<file path="config.mk">
export PLATFORM = sky130hd
export DESIGN_NAME = oam_dma
export DESIGN_NICKNAME = d
export VERILOG_FILES = /design/src/rtl/dendy_pkg.sv /design/src/rtl/oam_dma.sv
export SDC_FILE = /design/constraint.sdc
export NUM_CORES = 1
export LEC_CHECK = 0
export ABC_AREA = 1
export BUFFER_PORTS_ARGS = -buffer_cell sky130_fd_sc_hd__buf_2
export CAP_MARGIN = 20
export CORE_MARGIN = 4
export CORE_UTILIZATION = 30
export CTS_CLUSTER_DIAMETER = 60
export DETAILED_ROUTE_END_ITERATION = 10
export GPL_ROUTABILITY_DRIVEN = 0
export PLACE_DENSITY = 0.62
export REMOVE_ABC_BUFFERS = 1
export SLEW_MARGIN = 20
export SYNTH_ARGS = -nofsm -noshare
export SYNTH_HDL_FRONTEND = slang
export SYNTH_SLANG_ARGS = --single-unit
</file>
<file path="constraint.sdc">
create_clock -name clock -period 2.1 [get_ports clock]
set_input_delay 0.105 -clock clock [delete_from_list [all_inputs] [get_ports clock]]
set_output_delay 0.105 -clock clock [all_outputs]
set_load 0.02 [all_outputs]
</file>
<file path="src/rtl/dendy_pkg.sv">
// rtl/dendy_pkg.sv - shared constants and state encoding for the OAM DMA block
package dendy_pkg;

    localparam logic [15:0] DMA_REG  = 16'h4014;
    localparam int          OAM_SIZE = 256;

    typedef enum logic [2:0] {
        IDLE  = 3'd0,
        HALT  = 3'd1,
        ALIGN = 3'd2,
        RD    = 3'd3,
        WR    = 3'd4
    } dma_state_e;

endpackage

</file>
<file path="src/rtl/oam_dma.sv">
// rtl/oam_dma.sv - sprite DMA: copies one 256-byte PRG page into OAM while the CPU is halted
module oam_dma
    import dendy_pkg::*;
(
    input  logic        clock,
    input  logic        reset,
    input  logic        ce,
    input  logic [15:0] cpu_a,
    input  logic [7:0]  cpu_o,
    input  logic        cpu_w,
    input  logic [7:0]  oam_base,
    output logic        halt,
    output logic        busy,
    output logic [15:0] prga,
    input  logic [7:0]  prgi,
    output logic [7:0]  oama,
    output logic [7:0]  oamd,
    output logic        oamw
);

    localparam logic [7:0] LAST_IDX = 8'(OAM_SIZE - 1);

    dma_state_e state_q, state_d;
    logic [7:0] page_q, page_d;
    logic [7:0] idx_q, idx_d;
    logic [7:0] buf_q, buf_d;
    logic       odd_q, odd_d;

    always_comb begin
        state_d = state_q;
        page_d  = page_q;
        idx_d   = idx_q;
        buf_d   = buf_q;
        odd_d   = odd_q;
        if (ce) begin
            // Parity tracks every CPU cycle so the alignment stall can be decided at HALT.
            odd_d = ~odd_q;
            case (state_q)
                IDLE: begin
                    if (cpu_w && (cpu_a == DMA_REG)) begin
                        page_d  = cpu_o;
                        idx_d   = 8'd0;
                        state_d = HALT;
                    end
                end
                HALT:  state_d = odd_q ? ALIGN : RD;
                ALIGN: state_d = RD;
                RD: begin
                    buf_d   = prgi;
                    state_d = WR;
                end
                WR: begin
                    idx_d   = idx_q + 8'd1;
                    state_d = (idx_q == LAST_IDX) ? IDLE : RD;
                end
                default: state_d = IDLE;
            endcase
        end
    end

    always_ff @(posedge clock) begin
        if (reset) begin
            state_q <= IDLE;
            page_q  <= 8'd0;
            idx_q   <= 8'd0;
            buf_q   <= 8'd0;
            odd_q   <= 1'b0;
        end else begin
            state_q <= state_d;
            page_q  <= page_d;
            idx_q   <= idx_d;
            buf_q   <= buf_d;
            odd_q   <= odd_d;
        end
    end

    // Outputs are decoded from the registered state so they hold steady across a CPU cycle.
    always_comb begin
        halt = (state_q != IDLE);
        busy = halt;
        prga = (state_q == RD) ? {page_q, idx_q} : 16'h0000;
        oama = (state_q == WR) ? (oam_base + idx_q) : 8'd0;
        oamd = (state_q == WR) ? buf_q : 8'd0;
        oamw = (state_q == WR) && ce && !reset;
    end

endmodule

</file>
After elaboration in Yosys (flattened, before gate mapping)
Cells that the tools add are included.
- flip-flop bits (word level): 28
- bits of input ports: 44
- output and inout bits: 35
- word-level logic and storage cells: 35
- $add $sub $neg: 2
- equality and inequality tests: 7
- muxes and demuxes: 9
- bitwise gates (word level): 1
- reductions and logical operators: 11
- operators by type and width (cell ; number):
    $mux W8 ; 3
    $eq A16 B15 Y1 const B ; 1
    $mux W16 ; 1
    $pmux W8 S2 ; 1
    $pmux W3 S5 ; 1
    $add A8 B1 Y8 const B ; 1
    $add A8 B8 Y8 ; 1
    $eq A8 B8 Y1 const B ; 1
    $eq A3 B2 Y1 const B ; 2
    $reduce_and A3 Y1 ; 2
    $reduce_and A2 Y1 ; 2
    $eq A3 B1 Y1 const B ; 1
    $eq A3 B3 Y1 const B ; 1
    $logic_and A1 B1 Y1 ; 3
    $logic_not A3 Y1 ; 1
    $mux W3 ; 1
    $reduce_bool A3 Y1 ; 1
    $mux W2 ; 1
    $ne A2 B2 Y1 const B ; 1
    $reduce_bool A2 Y1 ; 1
    $logic_not A1 Y1 ; 1
    $mux W1 ; 1
    $not A1 Y1 ; 1

Logic depth before layout (Yosys ltp)
Gate-level depths: netlist of the first run.
- depth after elaboration: 4
- gate-level depth with buffers: 10
- gate-level depth less buffers: 10

Worst setup path before layout of the first run
No wires, ideal clock.
- path kind: reg-to-output
- start: register idx_q[0]
- end: output port oama[6]
- arrival: 1506 ps
- data required time: 1995 ps
- setup slack: 489 ps
- stages on the path, launching flop included: 6
- path buffers: 0
- cells stage by stage: dfxtp_1 -> ha_1 -> fa_1 -> nand4_1 -> o211ai_1 -> a21oi_1
- word-level cells in the longest chain between the ends: 2
- RTL lines (what ; RTL line ; source):
    from (decl) ; oam_dma.sv:25 ; logic [7:0] idx_q, idx_d;
    from (signal assigned) ; oam_dma.sv:71 ; idx_q <= idx_d;
    $add A8 B8 Y8 ; oam_dma.sv:82 ; oama = (state_q == WR) ? (oam_base + idx_q) : 8'd0;
    $mux W8 ; oam_dma.sv:82 ;
    to (decl) ; oam_dma.sv:16 ; output logic [7:0] oama,
No other way between the ends.

Worst setup path after layout of the first run
Same ends and word-level chain as after synthesis.

==> summary.txt, run 1 <==
Fin nets - 409
Synth cell types - 29
Ys flop type - dfxtp_1
Worst slew pin tran - 576.2 ps
Worst min path class - in -> reg
Synth Register Bits - 28
Multi-input gate area - 1027 um^2
Final critical-path required period - 1983 ps
Fin. Hold Viols - 0
Synth warn - 0
Number of global-route vias before repair - 1825
Synthesized cell area - 1779 um^2
HP Start - cpu_o[4]
Number of diodes - 0
Via count - 1890
P_leak - 1.134 nW
Most common cell after layout, fill and taps aside - buf_2
DP HPWL - 3624 um
Mapped Cells - 280
Largest net degree at the start of global routing - 22
Detailed Route WL - 4651 um
Max-Slew Margin vs Limit - 0.6155
Fill count - 603
PD cells - 412.5 nW/um^2
Final number of setup-violating endpoints - 0
Worst-Skew Late Latency - 270 ps
Design area - 2292 um^2
Via/cell ratio - 4.426
Number of flops mapped to enable cells by yosys - 0
Worst EP required - 2000 ps
Clk buf depth - 2
Fin Clk Skew - 1.529 ps
Post-synthesis sequential area ratio - 0.3150
Outcome - complete, no violations
Final Max Slew Viols - 0
Crit start category - flip-flop
FFs w/ async S/R, synth - 0
Core Footprint - 5642 um^2
Reg2reg start - state_q[0]
GRT Residual Overflow - 0
Worst Path Arrival - 1880 ps
Placed instance area - 2230 um^2
Layout cells sized above 1 - 0.2789
Full die area - 7227 um^2
Fin Hold WS - 49.52 ps
CP Max Fanout - 5
Top Ports - 79
DRC - 0
Area Overhead vs Synth - 28.83%
Critical path class - reg -> out
Post-Syn Area per Cell - 6.354 um^2
I/O Buffers - 78
Clock Tree Root - clkbuf_8
Initial antenna violation count - 0
Rows - 27
Sink Count - 28
CTS tree - built
WL/cell - 10.89 um
Setup crit end kind - output pin
Max Freq - 504.3 MHz
Drt first pass iters - 4
Most frequent cells in the layout - 78 x buf_2, 67 x nor2_1, 38 x inv_1
Violation count after the first detailed-route iteration - 65
IR Drop Worst-Case VDD - 0.0002881 V
H-Tree Depth - 1
Worst Setup SP - idx_q[0]
Die X - 85.01 um
DIE HEIGHT - 85.01 um
Tcrit/Tclk final - 0.9443
First-pass GRT wire length - 7997 um
Setup Buffers After CTS - 0
R2R Setup Slk - 480 ps
Seq. cell area - 564.3 um^2
Total global-route track usage - 0.1287
CTS Buf Count - 3
Max cap viols - 0
Initial Utilization - 0.3154
Clock-pin slew on the worst setup and hold paths - 90 ps
Final ANT Viol Nets - 0
==> synth_stat cells (3+ instances only) <==
| cell | instances | area (um^2) |
|---|---|---|
| o21ai_0 | 25 | 125.1 |
| nor2_1 | 67 | 251.5 |
| nand3_1 | 15 | 75.07 |
| ha_1 | 8 | 100.1 |
| dfxtp_1 | 28 | 560.5 |
| a21oi_1 | 24 | 120.1 |
| nand2_2 | 4 | 25.02 |
| nand2_1 | 37 | 138.9 |
| inv_1 | 38 | 142.6 |
| clkbuf_1 | 6 | 22.52 |
| nand4_1 | 3 | 18.77 |
==> layer usage <==
| layer | part of all wire | track usage |
|---|---|---|
| met3 | 0.066 | 0.02233 |
| met4 | 0.0022 | 0.03165 |
| met1 | 0.50 | 0.1759 |
| met5 | 0 | 0 |
| met2 | 0.43 | 0.2097 |
==> metrics by stage <==
| step | setup TNS (ps) | total power [mW] | std cells | util | setup slack [ps] |
|---|---|---|---|---|---|
| CTS | 0 | 0.9625 | 427 | 0.4050 | 51.92 |
| floorplan | 0 | 0.5765 | 271 | - | 488.6 |
| finish | 0 | 0.9456 | 427 | 0.4063 | 116.9 |
| detailed placement | 0 | 0.6267 | 423 | 0.3952 | 373.5 |
| global placement | 0 | 0.6261 | 423 | 0.3952 | 447.1 |
| global route | -6.033 | 1.006 | 427 | 0.4063 | -6.033 |
==> report_power, final <==
group	internal, mW	switching, mW	total [mW]
Combinational	0.0416	0.0390	0.0807
Clock	0.168	0.165	0.332
Sequential	0.531	0.00136	0.533
Total	0.741	0.205	0.946
==> sequential cells by signal, summed over array words and instances, names as in the netlist <==
signal   cells
buf_q        8
idx_q        8
page_q       8
state_q      3
odd_q        1
==> kinds of logic after synthesis <==
family / after synthesis / synth area share
AND/OR/NAND/NOR: 136 / 0.3305
buffers and inverters: 49 / 0.1097
adder cells (fa/ha/maj): 9 / 0.06751
flip-flops: 28 / 0.3151
XOR/XNOR: 4 / 0.01969
AO/OA/AOI/OAI: 54 / 0.1575
==> what timing repair did <==
action | in CTS | in global routing
endpoints found under the hold margin | 0 | 0
hold buffers | 0 | 0
resized for setup | 0 | 4
endpoints found under the setup margin | 0 | 3
==> critical path, stage by stage (launching register included) <==
cell      delay, ps
dfxtp_1         360
ha_1            220
fa_1            420
nand4_1         120
o211ai_1        110
o21ai_1         150
a21oi_1          60
buf_2           160
==> layout make-up <==
type / count / share of cell area
clock buffers: 4 / 0.02402
inverters: 40 / 0.06550
multi-input cells: 203 / 0.4481
flip-flops and latches: 28 / 0.2462
well taps: 72 / 0.03930
repair buffers: 80 / 0.1769
==> path summary, 6_finish.rpt <==
check / cells past startpoint / endpoint
worst max-delay path: 7 / oama[6]
worst min-delay path: 3 / page_q[4]
worst max register to register: 6 / state_q[0]
worst min register to register: 2 / buf_q[5]
No activity file was read; power rests on OpenSTA's default activity.
==> inputs of run 2 (changes only) <==
--- a/config.mk
+++ b/config.mk
@@ -8,7 +8,7 @@
 export ABC_AREA = 1
 export BUFFER_PORTS_ARGS = -buffer_cell sky130_fd_sc_hd__buf_2
 export CAP_MARGIN = 20
-export CORE_MARGIN = 4
+export CORE_MARGIN = 2
 export CORE_UTILIZATION = 30
 export CTS_CLUSTER_DIAMETER = 60
 export DETAILED_ROUTE_END_ITERATION = 10
==> run 2 against run 1 <==
Sequential cell count unchanged; critical path type unchanged; fmax up 4.2%; critical endpoint is now oama[5]; largest cell class unchanged; largest power group unchanged; clock skew grew 0.60 ps; setup slack improved by 80 ps; total power shrank 5.3%; sequential power barely moved.
==> summary.txt, run 2 (same netlist as run 1, synthesis figures left out) <==
HP Start - cpu_o[3]
CTS tree - built
Setup Buffers After CTS - 0 (unchanged)
Full die area - 6563 um^2 (-9.2%)
Multi-input gate area - 1026 um^2 (-0.12%)
Seq. cell area - 561.8 um^2 (-0.44%)
Worst EP required - 2000 ps (about the same)
Outcome - complete, no violations
Tcrit/Tclk final - 0.9063 (-0.03804)
Core Footprint - 5816 um^2 (+3.1%)
Reg2reg start - state_q[0]
Setup_tns - 0 ps (unchanged)
Placed instance area - 2233 um^2 (+0.17%)
Cell Count, Final, Fillers Out - 429 (+0.47%)
Most common cell after layout, fill and taps aside - buf_2
Violation count after the first detailed-route iteration - 61 (-6.2%)
Design area - 2282 um^2 (-0.44%)
Layout cells sized above 1 - 0.2797 (+0.0007878)
Met3 wire len - 276 um (-10%)
Initial antenna violation count - 0 (unchanged)
H-Tree Depth - 1 (unchanged)
Fin Clk Skew - 2.129 ps (+0.6005 ps)
Critical path class - reg -> out
CP Max Fanout - 9 (+4)
Crit start category - flip-flop
I/O Buffers - 78 (unchanged)
WL/cell - 10.20 um (-6.4%)
Number of global-route vias before repair - 1726 (-5.4%)
Most frequent cells in the layout - 78 x buf_2, 67 x nor2_1, 37 x inv_1, 37 x nand2_1, 27 x dfxtp_1
Worst min path class - in -> reg
Max cap viols - 0 (unchanged)
CTS Buf Count - 3 (unchanged)
Max-Slew Margin vs Limit - 0.6321 (+0.01666)
Fill count - 639 (+6.0%)
Clk buf depth - 2 (unchanged)
Die X - 81.01 um (-4.7%)
Setup crit end kind - output pin
First-pass GRT wire length - 7465 um (-6.7%)
Via count - 1894 (+0.21%)
Final ANT Viol Nets - 0 (unchanged)
Worst Path Arrival - 1800 ps (-80 ps)
Registers with the most flip-flops - buf_q: 8 flops, idx_q: 8 flops, page_q: 8 flops
DRC - 0 (unchanged)
IR Drop Worst-Case VDD - 0.0002138 V (-26%)
Rows - 28 (+3.7%)
Final critical-path required period - 1903 ps (-79.88 ps)
Worst slew pin tran - 551.2 ps (-24.96 ps)
Met2 wire len - 1926 um (-4.3%)
Met1 WL - 2171 um (-6.3%)
P_leak - 1.114 nW (-1.8%)
Top Ports - 79 (unchanged)
Drt first pass iters - 4 (unchanged)
Area Overhead vs Synth - 28.27%
Fin nets - 409 (unchanged)
Initial Utilization - 0.3059 (-0.009431)
DIE HEIGHT - 81.01 um (-4.7%)
Clock-pin slew on the worst setup and hold paths - 90 ps (about the same)
Via/cell ratio - 4.415 (-0.26%)
Largest net degree at the start of global routing - 22 (unchanged)
Fin. Hold Viols - 0 (unchanged)
Final number of setup-violating endpoints - 0 (unchanged)
Worst reg2reg path depth - 6 (unchanged)
Sink Count - 28 (unchanged)
Max Freq - 525.4 MHz (+4.2%)
Clock Tree Root - clkbuf_8
Worst Setup SP - idx_q[2]
Highest metal used - met3
Hold path depth - 3 (unchanged)
Fin Hold WS - 55.64 ps (+6.113 ps)
Worst-Skew Late Latency - 260 ps (about the same)
Detailed Route WL - 4374 um (-6.0%)
RSZ-0062 raised after global routing - false
PD cells - 392.2 nW/um^2 (-4.9%)
Final Max Slew Viols - 0 (unchanged)
DP HPWL - 3398 um (-6.2%)
Cells after DPL - 426 (+0.71%)
GRT Residual Overflow - 0 (unchanged)
Number of diodes - 0 (unchanged)
Total global-route track usage - 0.1396 (+0.01090)
[run 2: cell count changes in the layout (fill, tap and decap cells not counted)]
cell | previous run | this run
dfxtp_4 | 1 | 0
fa_1 | 1 | 0
clkinvlp_4 | 0 | 1
a21oi_1 | 23 | 24
a21oi_2 | 1 | 0
inv_1 | 38 | 37
fa_2 | 0 | 1
clkbuf_8 | 4 | 3
dfxtp_2 | 0 | 1
[run 2: area by class of cell]
cell class / count / share of cell area
tap: 75 / 0.04112
clock buffer: 3 / 0.01809
sequential: 28 / 0.2462
timing repair buffer: 80 / 0.1776
inverter: 40 / 0.06743
multi-input combinational: 203 / 0.4496
[run 2: path summary, 6_finish.rpt]
| check | to | slack [ps] |
|---|---|---|
| worst max-delay path | oama[5] | 200 |
| worst min-delay path | page_q[3] | 60 |
| worst max register to register | idx_q[3] | 500 |
| worst min register to register | buf_q[5] | 460 |
[run 2: stage by stage]
stage | power, mW | setup slack, ps | utilization
2_1_floorplan | 0.5765 | 488.6 | -
3_3_place_gp | 0.6258 | 449.9 | 0.3840
3_5_place_dp | 0.6262 | 423.7 | 0.3840
4_1_cts | 0.9106 | 110.4 | 0.3911
5_1_grt | 0.9483 | 11.95 | 0.3924
6_report | 0.8951 | 196.7 | 0.3924
[run 2: repair_timing]
item | 4_1_cts | 5_1_grt
endpoints found under the setup margin | 0 | 4
hold buffers | 0 | 0
gates resized for setup | 0 | 4
[run 2: where the power goes]
part	leakage, nW	internal [mW]	switching [mW]
clock network	0.0216	0.128	0.153
logic	0.866	0.0416	0.0378
registers	0.226	0.532	0.00131
total	1.11	0.703	0.193
[run 2: layer usage]
layer	GRT usage	vias up
met1	0.1878	804
met2	0.2421	55
li1	-	1035
met4	0.02034	0
met5	0	-
met3	0.02000	0
[run 2: critical path, stage by stage (launching register included)]
cell	delay (ps)
dfxtp_2	370
ha_1	350
a21oi_1	150
nand2_1	120
a21oi_1	190
xor2_1	160
nor2_1	50
buf_2	150
==> inputs of run 3 (changes only) <==
--- a/config.mk
+++ b/config.mk
@@ -7,12 +7,12 @@
 export LEC_CHECK = 0
 export ABC_AREA = 1
 export BUFFER_PORTS_ARGS = -buffer_cell sky130_fd_sc_hd__buf_2
-export CAP_MARGIN = 20
 export CORE_MARGIN = 2
 export CORE_UTILIZATION = 30
 export CTS_CLUSTER_DIAMETER = 60
 export DETAILED_ROUTE_END_ITERATION = 10
 export GPL_ROUTABILITY_DRIVEN = 0
+export HOLD_SLACK_MARGIN = 0.06
 export PLACE_DENSITY = 0.62
 export REMOVE_ABC_BUFFERS = 1
 export SLEW_MARGIN = 20
==> run 3 against run 2 <==
Non-clock buffer count up 6; final area up 2.6%; cell count up 1.4%; first-iteration DRC count down 8.2%; utilization up 1.0 points.
==> summary.txt, run 3 (same netlist as run 1, synthesis figures left out) <==
Int Pwr - 709.8 uW (+1.0%)
HP Start - cpu_o[7]
Max Freq - 525.3 MHz (about the same)
Fin worst setup slack - 196.4 ps (-0.3160 ps)
Worst Path Arrival - 1800 ps (about the same)
Registers with the most flip-flops - buf_q: 8 flops, idx_q: 8 flops, page_q: 8 flops
Worst-Skew Late Latency - 270 ps (about the same)
DP HPWL - 3398 um (unchanged)
Tcrit/Tclk final - 0.9065 (about the same)
Outcome - complete, no violations
Worst Setup SP - idx_q[2]
Final number of setup-violating endpoints - 0 (unchanged)
WL/cell - 10.29 um (+0.94%)
Initial Utilization - 0.3059 (unchanged)
Setup crit end kind - output pin
H-Tree Depth - 1 (unchanged)
Sink Count - 28 (unchanged)
PD cells - 386.2 nW/um^2 (-1.5%)
P_leak - 1.139 nW (+2.3%)
Fin util - 0.4028 (+0.01033)
Final Max Slew Viols - 0 (unchanged)
CP Max Fanout - 9 (unchanged)
Most frequent cells in the layout - 78 x buf_2, 67 x nor2_1, 37 x inv_1, 37 x nand2_1, 27 x dfxtp_1
GRT Residual Overflow - 0 (unchanged)
Register share of total power - 0.590 (-0.006)
First-pass GRT wire length - 7610 um (+1.9%)
Rows - 28 (unchanged)
Logic pwr share - 0.098 (+0.009)
Clock Power Share - 0.312 (-0.003)
Detailed Route WL - 4477 um (+2.4%)
CTS Buf Count - 3 (unchanged)
Final ANT Viol Nets - 0 (unchanged)
Full die area - 6563 um^2 (unchanged)
Reg2reg start - state_q[0]
CTS tree - built
Critical path class - reg -> out
Core Footprint - 5816 um^2 (unchanged)
Number of global-route vias before repair - 1762 (+2.1%)
Initial antenna violation count - 0 (unchanged)
Max cap viols - 0 (unchanged)
Worst slew pin tran - 550.1 ps (-1.114 ps)
RSZ-0062 raised after global routing - false
Fin. Hold Viols - 0 (unchanged)
Pre-CTS setup slack - 423.7 ps (unchanged)
Clock Tree Root - clkbuf_8
Worst min path class - in -> reg
Fill count - 633 (-0.94%)
Clk buf depth - 2 (unchanged)
Fin Clk Skew - 2.456 ps (+0.3268 ps)
Multi-input gate area - 1026 um^2 (unchanged)
Worst EP required - 2000 ps (about the same)
Clock-pin slew on the worst setup and hold paths - 90 ps (about the same)
I/O Buffers - 78 (unchanged)
Layout cells sized above 1 - 0.2750 (-0.004661)
Largest net degree at the start of global routing - 22 (unchanged)
Setup_tns - 0 ps (unchanged)
Fin nets - 415 (+1.5%)
Final critical-path required period - 1904 ps (+0.3160 ps)
Fin Hold WS - 70.64 ps (+15.01 ps)
Die X - 81.01 um (unchanged)
Setup Buffers After CTS - 0 (unchanged)
Violation count after the first detailed-route iteration - 56 (-8.2%)
Top Ports - 79 (unchanged)
Most common cell after layout, fill and taps aside - buf_2
Number of diodes - 0 (unchanged)
Total global-route track usage - 0.1429 (+0.003263)
Max-Slew Margin vs Limit - 0.6329 (+0.0007430)
Seq. cell area - 561.8 um^2 (unchanged)
DIE HEIGHT - 81.01 um (unchanged)
Via count - 1922 (+1.5%)
DRC - 0 (unchanged)
Crit start category - flip-flop
Drt first pass iters - 4 (unchanged)
IR Drop Worst-Case VDD - 0.0002196 V (+2.7%)
Sw power - 194.7 uW (+1.1%)
Via/cell ratio - 4.418 (about the same)
Area Overhead vs Synth - 31.65%
Switching share of power - 0.2152 (about the same)
[run 3: cell types whose count changed in the layout (fill, tap and decap cells not counted)]
cell / delta
dlygate4sd3_1: +6
[run 3: through the flow]
step	area, um^2	total power [mW]	cells
floorplan	1734	0.5765	271
global placement	2233	0.6258	426
detailed placement	2233	0.6262	426
CTS	2335	0.9189	435
global route	2342	0.9577	435
finish	2342	0.9045	435
[run 3: power groups by stage]
stage               combinational (mW)  clock (mW)  sequential (mW)
CTS                             0.0885       0.296            0.534
global placement                0.0795           0            0.546
global route                     0.100       0.323            0.534
floorplan                       0.0303           0            0.546
detailed placement              0.0799           0            0.546
finish                          0.0886       0.282            0.534
[run 3: area by class of cell]
type	count	share of cell area
Clock buffer	3	0.01763
Inverter	40	0.06571
Multi-Input combinational cell	203	0.4380
Sequential cell	28	0.2399
Tap cell	75	0.04006
Timing Repair Buffer	86	0.1987
[run 3: worst paths after layout]
check	slack, ps	to	cells after the start
worst max-delay path	200	oama[5]	7
worst min register to register	460	buf_q[5]	2
worst max register to register	500	idx_q[3]	6
worst min-delay path	70	page_q[7]	3
[run 3: per-layer routing]
metal  global-route usage  part of all wire  up-vias  wire, um
li1                     -                 -     1048         -
met1               0.1878              0.49      813      2174
met2               0.2537              0.45       61      2009
met3              0.02000             0.065        0       293
met4              0.02034                 0        0         0
met5                    0                 0        -         0
[run 3: worst max-delay path, stage by stage (launching register included)]
cell     delay [ps]
dfxtp_2         370
ha_1            350
a21oi_1         150
nand2_1         120
a21oi_1         190
xor2_1          160
nor2_1           50
buf_2           150
[run 3: timing repair]
item,in CTS,in global routing
hold buffers,6,0
gates resized for setup,0,4
endpoints found under the hold margin,6,0
endpoints found under the setup margin,0,4
